===== src/rtl/riscv_ex_muldiv_unit.sv =====
// rtl/riscv_ex_muldiv_unit.sv - iterative radix-2 RISC-V M-extension multiply/divide unit
//
// Ports:
//   clk, reset        clock; asynchronous active-high reset
//   enable            global advance; all state holds while low (flush still acts)
//   i_flush           abort any operation in progress
//   i_start, i_op     launch request and operation (0 MUL .. 7 REMU)
//   i_word            32-bit W variant, result sign-extended
//   i_rs1_data/rs2    operands A and B
//   i_rd_addr         destination tag, returned on o_rd_addr
//   o_busy            unit occupied (CALC or DONE)
//   o_valid           one-cycle result pulse with o_result / o_rd_addr
module riscv_ex_muldiv_unit #(
    parameter int DATA_WIDTH = 64,
    parameter int W_SUPPORT  = 1
) (
    input  logic                  clk,
    input  logic                  reset,
    input  logic                  enable,
    input  logic                  i_flush,
    input  logic                  i_start,
    input  logic [2:0]            i_op,
    input  logic                  i_word,
    input  logic [DATA_WIDTH-1:0] i_rs1_data,
    input  logic [DATA_WIDTH-1:0] i_rs2_data,
    input  logic [4:0]            i_rd_addr,
    output logic                  o_busy,
    output logic                  o_valid,
    output logic [DATA_WIDTH-1:0] o_result,
    output logic [4:0]            o_rd_addr
);

    localparam int W       = DATA_WIDTH;
    localparam bit WORD_OK = (W_SUPPORT != 0) && (W == 64);

    typedef enum logic [1:0] {IDLE, CALC, DONE} state_e;

    function automatic logic [W-1:0] ext32(input logic [31:0] v, input logic s);
        logic signed [31:0] sv;
        sv = v;
        ext32 = s ? W'(sv) : W'(v);
    endfunction

    state_e         state_q, state_d;
    logic [6:0]     cnt_q, cnt_d;
    logic [W-1:0]   hi_q, hi_d;
    logic [W-1:0]   lo_q, lo_d;
    logic [W-1:0]   b_q, b_d;
    logic [2:0]     op_q, op_d;
    logic           word_q, word_d;
    logic           neg_q, neg_d;
    logic           rneg_q, rneg_d;
    logic           special_q, special_d;
    logic [4:0]     rd_q, rd_d;
    logic           valid_q, valid_d;
    logic [W-1:0]   result_q, result_d;
    logic [4:0]     rd_out_q, rd_out_d;

    // Launch decode: operands are sign/zero-extended to W bits first so the
    // W variants share the full-width magnitude and special-case logic.
    logic           word_in, sgn_a, sgn_b, a_neg, b_neg, div0, ovf;
    logic [W-1:0]   a_val, b_val, a_mag, b_mag, min_val;

    always_comb begin
        word_in = i_word & WORD_OK;
        sgn_a   = (i_op inside {3'd0, 3'd1, 3'd2}) | (i_op[2] & ~i_op[0]);
        sgn_b   = (i_op inside {3'd0, 3'd1}) | (i_op[2] & ~i_op[0]);
        a_val   = word_in ? ext32(i_rs1_data[31:0], sgn_a) : i_rs1_data;
        b_val   = word_in ? ext32(i_rs2_data[31:0], sgn_b) : i_rs2_data;
        a_neg   = sgn_a & a_val[W-1];
        b_neg   = sgn_b & b_val[W-1];
        a_mag   = a_neg ? -a_val : a_val;
        b_mag   = b_neg ? -b_val : b_val;
        min_val = word_in ? ext32(32'h8000_0000, 1'b1) : {1'b1, {(W-1){1'b0}}};
        div0    = i_op[2] & (b_val == '0);
        ovf     = i_op[2] & ~i_op[0] & (a_val == min_val) & (b_val == '1);
    end

    // One radix-2 step. {hi,lo} is a 2W shift register: for multiply hi holds
    // the partial product and lo the remaining multiplier bits; for divide hi
    // holds the partial remainder and lo shifts dividend bits out / quotient in.
    logic [W:0] mul_sum, div_sh, div_diff;

    always_comb begin
        mul_sum  = {1'b0, hi_q} + (lo_q[0] ? {1'b0, b_q} : '0);
        div_sh   = {hi_q, lo_q[W-1]};
        div_diff = div_sh - {1'b0, b_q};
    end

    // Final result. After only 32 multiply steps the product sits 32 bits
    // high in {hi,lo}, hence the realignment shift for word ops.
    logic [2*W-1:0] prod, prod_s;
    logic [W-1:0]   mul_hi, mul_res, quo, rem, raw, res;

    always_comb begin
        prod    = word_q ? ({hi_q, lo_q} >> (W - 32)) : {hi_q, lo_q};
        prod_s  = neg_q ? -prod : prod;
        mul_hi  = word_q ? W'(prod_s[63:32]) : prod_s[2*W-1:W];
        mul_res = (op_q == 3'd0) ? prod_s[W-1:0] : mul_hi;
        quo     = neg_q ? -lo_q : lo_q;
        rem     = rneg_q ? -hi_q : hi_q;
        if (special_q) begin
            raw = lo_q;
        end else if (op_q[2]) begin
            raw = op_q[1] ? rem : quo;
        end else begin
            raw = mul_res;
        end
        res = word_q ? ext32(raw[31:0], 1'b1) : raw;
    end

    always_comb begin
        state_d   = state_q;
        cnt_d     = cnt_q;
        hi_d      = hi_q;
        lo_d      = lo_q;
        b_d       = b_q;
        op_d      = op_q;
        word_d    = word_q;
        neg_d     = neg_q;
        rneg_d    = rneg_q;
        special_d = special_q;
        rd_d      = rd_q;
        valid_d   = valid_q;
        result_d  = result_q;
        rd_out_d  = rd_out_q;

        if (enable) begin
            valid_d = 1'b0;
            unique case (state_q)
                IDLE: begin
                    if (i_start) begin
                        op_d      = i_op;
                        word_d    = word_in;
                        rd_d      = i_rd_addr;
                        neg_d     = a_neg ^ b_neg;
                        rneg_d    = a_neg;
                        special_d = div0 | ovf;
                        hi_d      = '0;
                        b_d       = b_mag;
                        cnt_d     = word_in ? 7'd31 : 7'(W - 1);
                        // Special cases park their final value in lo and skip CALC.
                        if (div0) begin
                            lo_d    = i_op[1] ? i_rs1_data : '1;
                            state_d = DONE;
                        end else if (ovf) begin
                            lo_d    = i_op[1] ? '0 : i_rs1_data;
                            state_d = DONE;
                        end else begin
                            // Word divides pre-align the 32-bit dividend to the top of lo.
                            lo_d    = (i_op[2] && word_in) ? (a_mag << (W - 32)) : a_mag;
                            state_d = CALC;
                        end
                    end
                end
                CALC: begin
                    if (op_q[2]) begin
                        if (!div_diff[W]) begin
                            hi_d = div_diff[W-1:0];
                            lo_d = {lo_q[W-2:0], 1'b1};
                        end else begin
                            hi_d = div_sh[W-1:0];
                            lo_d = {lo_q[W-2:0], 1'b0};
                        end
                    end else begin
                        hi_d = mul_sum[W:1];
                        lo_d = {mul_sum[0], lo_q[W-1:1]};
                    end
                    if (cnt_q == 7'd0) begin
                        state_d = DONE;
                    end else begin
                        cnt_d = cnt_q - 7'd1;
                    end
                end
                DONE: begin
                    result_d = res;
                    rd_out_d = rd_q;
                    valid_d  = 1'b1;
                    state_d  = IDLE;
                end
                default: state_d = IDLE;
            endcase
        end

        if (i_flush) begin
            state_d  = IDLE;
            valid_d  = 1'b0;
            result_d = result_q;
            rd_out_d = rd_out_q;
        end
    end

    always_ff @(posedge clk or posedge reset) begin
        if (reset) begin
            state_q   <= IDLE;
            cnt_q     <= '0;
            hi_q      <= '0;
            lo_q      <= '0;
            b_q       <= '0;
            op_q      <= '0;
            word_q    <= 1'b0;
            neg_q     <= 1'b0;
            rneg_q    <= 1'b0;
            special_q <= 1'b0;
            rd_q      <= '0;
            valid_q   <= 1'b0;
            result_q  <= '0;
            rd_out_q  <= '0;
        end else begin
            state_q   <= state_d;
            cnt_q     <= cnt_d;
            hi_q      <= hi_d;
            lo_q      <= lo_d;
            b_q       <= b_d;
            op_q      <= op_d;
            word_q    <= word_d;
            neg_q     <= neg_d;
            rneg_q    <= rneg_d;
            special_q <= special_d;
            rd_q      <= rd_d;
            valid_q   <= valid_d;
            result_q  <= result_d;
            rd_out_q  <= rd_out_d;
        end
    end

    assign o_busy    = (state_q != IDLE);
    assign o_valid   = valid_q;
    assign o_result  = result_q;
    assign o_rd_addr = rd_out_q;

endmodule

===== config.mk =====
export PLATFORM = sky130hd
export DESIGN_NAME = riscv_ex_muldiv_unit
export DESIGN_NICKNAME = d
export VERILOG_FILES = /design/src/rtl/riscv_ex_muldiv_unit.sv
export SDC_FILE = /design/constraint.sdc
export NUM_CORES = 2
export LEC_CHECK = 0
export CELL_PAD_IN_SITES_DETAIL_PLACEMENT = 1
export CELL_PAD_IN_SITES_GLOBAL_PLACEMENT = 2
export CORE_MARGIN = 2
export CORE_UTILIZATION = 36
export CTS_CLUSTER_DIAMETER = 30
export CTS_CLUSTER_SIZE = 12
export DETAILED_ROUTE_END_ITERATION = 8
export GPL_ROUTABILITY_DRIVEN = 0
export PLACE_DENSITY_LB_ADDON = 0.12
export SYNTH_ARGS = -nofsm -noshare
export SYNTH_HDL_FRONTEND = slang
export SYNTH_SLANG_ARGS = --single-unit

===== constraint.sdc =====
create_clock -name clk -period 12.3 [get_ports clk]
set_clock_uncertainty 0.2 [all_clocks]
set_input_delay 1.845 -clock clk [delete_from_list [all_inputs] [get_ports clk]]
set_output_delay 1.845 -clock clk [all_outputs]
set_load 0.02 [all_outputs]

==> results.sh <==
export IMPL_status="finished, final reports clean"
export IMPL_final_nets=5446
export IMPL_syn_nets=5449
export IMPL_firstDrtPassIters=6
export IMPL_ys_types=112
export IMPL_clk_pin_slew_ps=50
export IMPL_multi_input_area_um2=26900
export IMPL_synth_async_reset_ratio=1.00
export IMPL_grt_max_degree=94
export IMPL_yosysTopAreaCell="dfrtp_1"
export IMPL_yosys_area_top_type_share=0.195
export IMPL_worstHoldPathCells=2
export IMPL_core_area_um2=100000
export IMPL_antenna_found_initial=7
export IMPL_hold_viol_final=0
export IMPL_critPathLaunchType="register"
export IMPL_timing_max_cap_violations=0
export IMPL_grt_pass1_vias=41500
export IMPL_min_path_type="reg2reg"
export IMPL_cp_max_fo=57
export IMPL_post_route_period_util=0.527
export IMPL_num_fill_cells=12400
export IMPL_ios=213
export IMPL_fin_crit_ps=6480
export IMPL_cellInternalPower_uw=4530
export IMPL_die_area_um2=103000
export IMPL_postSynthAreaPerCell_um2=7.01
export IMPL_antenna_left=0
export IMPL_syn_area_um2=36200
export IMPL_drive_above_1_share=0.0841
export IMPL_power_share_combinational=0.576
export IMPL_syn_inst=5169
export IMPL_die_h_um=321
export IMPL_vias=42700
export IMPL_cts_resized=0
export IMPL_synthFlopType="dfrtp_1"
export IMPL_htree_levels=3
export IMPL_tightestPinTransition_ps=1210
export IMPL_sw_frac_of_total=0.511
export IMPL_grt_use_total=0.374
export IMPL_cts_hold_buf=0
export IMPL_clock_latency_ps=680
export IMPL_totalNegativeSetupSlack_ps=0
export IMPL_yosysWarningCount=0
export IMPL_gr_total_overflow=0
export IMPL_viasPerCell=6.53
export IMPL_p_leak_uw=0.0172
export IMPL_fmax_mhz=154
export IMPL_initial_core_util=0.362
export IMPL_wl_um=198000
export IMPL_drt_iter0_markers=4573
export IMPL_clockBufferDepth=3
export IMPL_synth_seq_cells=283
export IMPL_r2r_slack_ps=5820
export IMPL_drv_slew=0
export IMPL_dp_slack_ps=5650
export IMPL_die_w_um=321
export IMPL_worst_slack_ps=5820
export IMPL_crit_required_ps=12600
export IMPL_synth_top_cells_by_area="dfrtp_1 20%, a21oi_1 7.1%, o21ai_0 6.8%, nand2_1 5.9%, xnor2_1 5.2%"
export IMPL_seq_area_frac_synth=0.195
export IMPL_rr_startpoint="word_q$_DFFE_PP0P_"
export IMPL_worst_r2r_endpoint="o_result[29]$_DFFE_PP0P_"
export IMPL_std_cell_rows=116
export IMPL_dp_hpwl_um=148000
export IMPL_pwr_share_clk=0.268
export IMPL_switchingPower_uw=4740
export IMPL_cts_buffers_inserted=90
export IMPL_hold_path_startpoint="rd_q[4]$_DFFE_PP0P_"
export IMPL_cts_tree="done"
export IMPL_critPathCaptureType="register"
export IMPL_port_buffers=212
export IMPL_wl_per_cell_um=30.3
export IMPL_cts_sinks=283
export IMPL_power_density_nw_per_um2=217
export IMPL_crit_arrival_ps=6770
export IMPL_p_seq_frac=0.156
export IMPL_maxSlewHeadroom=0.182
export IMPL_register_area_um2=7100
export IMPL_critPathKind="reg2reg"
export IMPL_area_growth_pct=17.6
export IMPL_drc_errors=0
export IMPL_synth_edf_count=0
export IMPL_reg2reg_depth=13
export IMPL_hold_path_end="o_rd_addr[4]$_DFFE_PP0P_"
export IMPL_finalSetupViolCount=0
export IMPL_ir_drop_v=0.000131
export IMPL_rsz0062_at_grt="false"
export IMPL_grt_pass1_wl_um=290000
export IMPL_cts_setup_buffers=0
export IMPL_cts_root_buf="clkbuf_16"
==> placed cells by master, fill, tap and decap left out, types with 32 or more instances in the layout <==
cell             count
nand3_1            100
a221oi_1            43
nand2_1            564
o31ai_1             67
nor3b_1             32
nor4_1              64
clkbuf_16           91
and3_1              38
inv_1              138
o21ai_0            495
a21oi_1            513
clkdlybuf4s50_1    211
a22oi_1             59
nand4_1             71
a211oi_1            57
a31oi_1             65
a21o_1              75
nor2_1             472
nand2b_1            38
nor3_1             143
mux2i_1            124
o211ai_1            64
xnor2_1            217
o21ai_1             39
or3_1               66
buf_4              141
o21a_1              32
dfrtp_1            277
o22ai_1             47
xor2_1             183
ha_1               136
==> cells in the mapped netlist (71+ instances only) <==
cell type and number:
dfrtp_1 283, nand3_1 100, ha_1 136, nor2_1 477, nor3_1 143, xor2_1 184, inv_1 140, xnor2_1 217
nand2_1 566, nand4_1 71, mux2i_1 124, a21oi_1 513, a21o_1 75, o21ai_0 496, clkbuf_1 345
==> registers in the layout (all words and copies together) (netlist names), 2 cells and up <==
register   cells
hi_q          64
cnt_q          7
rd_q           5
op_q           3
state_q        2
o_result      64
b_q           64
lo_q          64
o_rd_addr      5
==> power by group through the flow <==
stage / registers, uW / logic, uW / clock network, uW
after floorplan: 1220 / 3420 / 0
after global placement: 1430 / 5080 / 0
after detailed placement: 1430 / 5110 / 0
after CTS: 1420 / 5140 / 2510
after global routing: 1450 / 5660 / 2560
final: 1440 / 5340 / 2490
==> stage by stage <==
step	power (uW)	hold slack, ps	area (um^2)	instances	util
after floorplan	4630	239	36200	5169	-
final	9270	266	42600	6543	0.426
after global routing	9670	286	42600	6540	0.426
after CTS	9080	272	42600	6540	0.426
after global placement	6510	250	39400	6372	0.394
after detailed placement	6550	260	39400	6372	0.394
==> critical path, cell delays in order (launching register included) <==
cell      delay (ps)
dfrtp_4          640
buf_4            540
buf_4            640
nor3b_1          370
o21ai_1          300
nor3_2           460
nand4_1          670
or3_1            680
o21ai_0          310
xnor2_1          110
a21oi_1          180
nor2_1            70
a221oi_1         910
o21ai_0          160
==> logic make-up (layout without fill, tap and decap cells) <==
| family | Yosys count | count (layout) | share of synthesized area |
|---|---|---|---|
| flip-flops | 283 | 283 | 0.195 |
| adder cells (fa/ha/maj) | 138 | 138 | 0.0481 |
| AND/OR/NAND/NOR | 1799 | 1799 | 0.242 |
| XOR/XNOR | 401 | 401 | 0.0969 |
| buffers and inverters | 590 | 663 | 0.0648 |
| multiplexers | 152 | 152 | 0.0430 |
| other | 0 | 3 | 0 |
| AO/OA/AOI/OAI | 1806 | 1806 | 0.310 |
==> worst max-delay path by stage <==
stage	startpoint	to	slack [ps]	cells after the start
finish	word_q$_DFFE_PP0P_	o_result[29]$_DFFE_PP0P_	5820	13
global route	lo_q[63]$_DFFE_PP0P_	hi_q[27]$_DFFE_PP0P_	5490	17
CTS	lo_q[63]$_DFFE_PP0P_	hi_q[27]$_DFFE_PP0P_	5940	17
detailed placement	i_rs2_data[21]	lo_q[45]$_DFFE_PP0P_	5650	11
global placement	i_rs2_data[21]	lo_q[45]$_DFFE_PP0P_	5760	11
floorplan	reset	b_q[0]$_DFFE_PP0P_	2450	1
==> final cells by class <==
| cell class | instances | area share |
|---|---|---|
| repair buffers | 353 | 0.0745 |
| well taps | 1298 | 0.0381 |
| flip-flops and latches | 283 | 0.167 |
| clock buffers | 113 | 0.0589 |
| diodes | 3 | 0.000176 |
| multi-input cells | 4296 | 0.632 |
| inverters | 142 | 0.0127 |
| clock inverters | 55 | 0.0175 |
==> layer usage <==
| metal | vias to the layer above | GRT usage | routed length (um) |
|---|---|---|---|
| li1 | 18900 | - | - |
| met1 | 20900 | 0.531 | 88000 |
| met2 | 2296 | 0.521 | 78300 |
| met3 | 562 | 0.0911 | 20600 |
| met4 | 8 | 0.185 | 11100 |
| met5 | - | 0 | 55 |
Note: power is estimated with default switching activity, not from simulation.
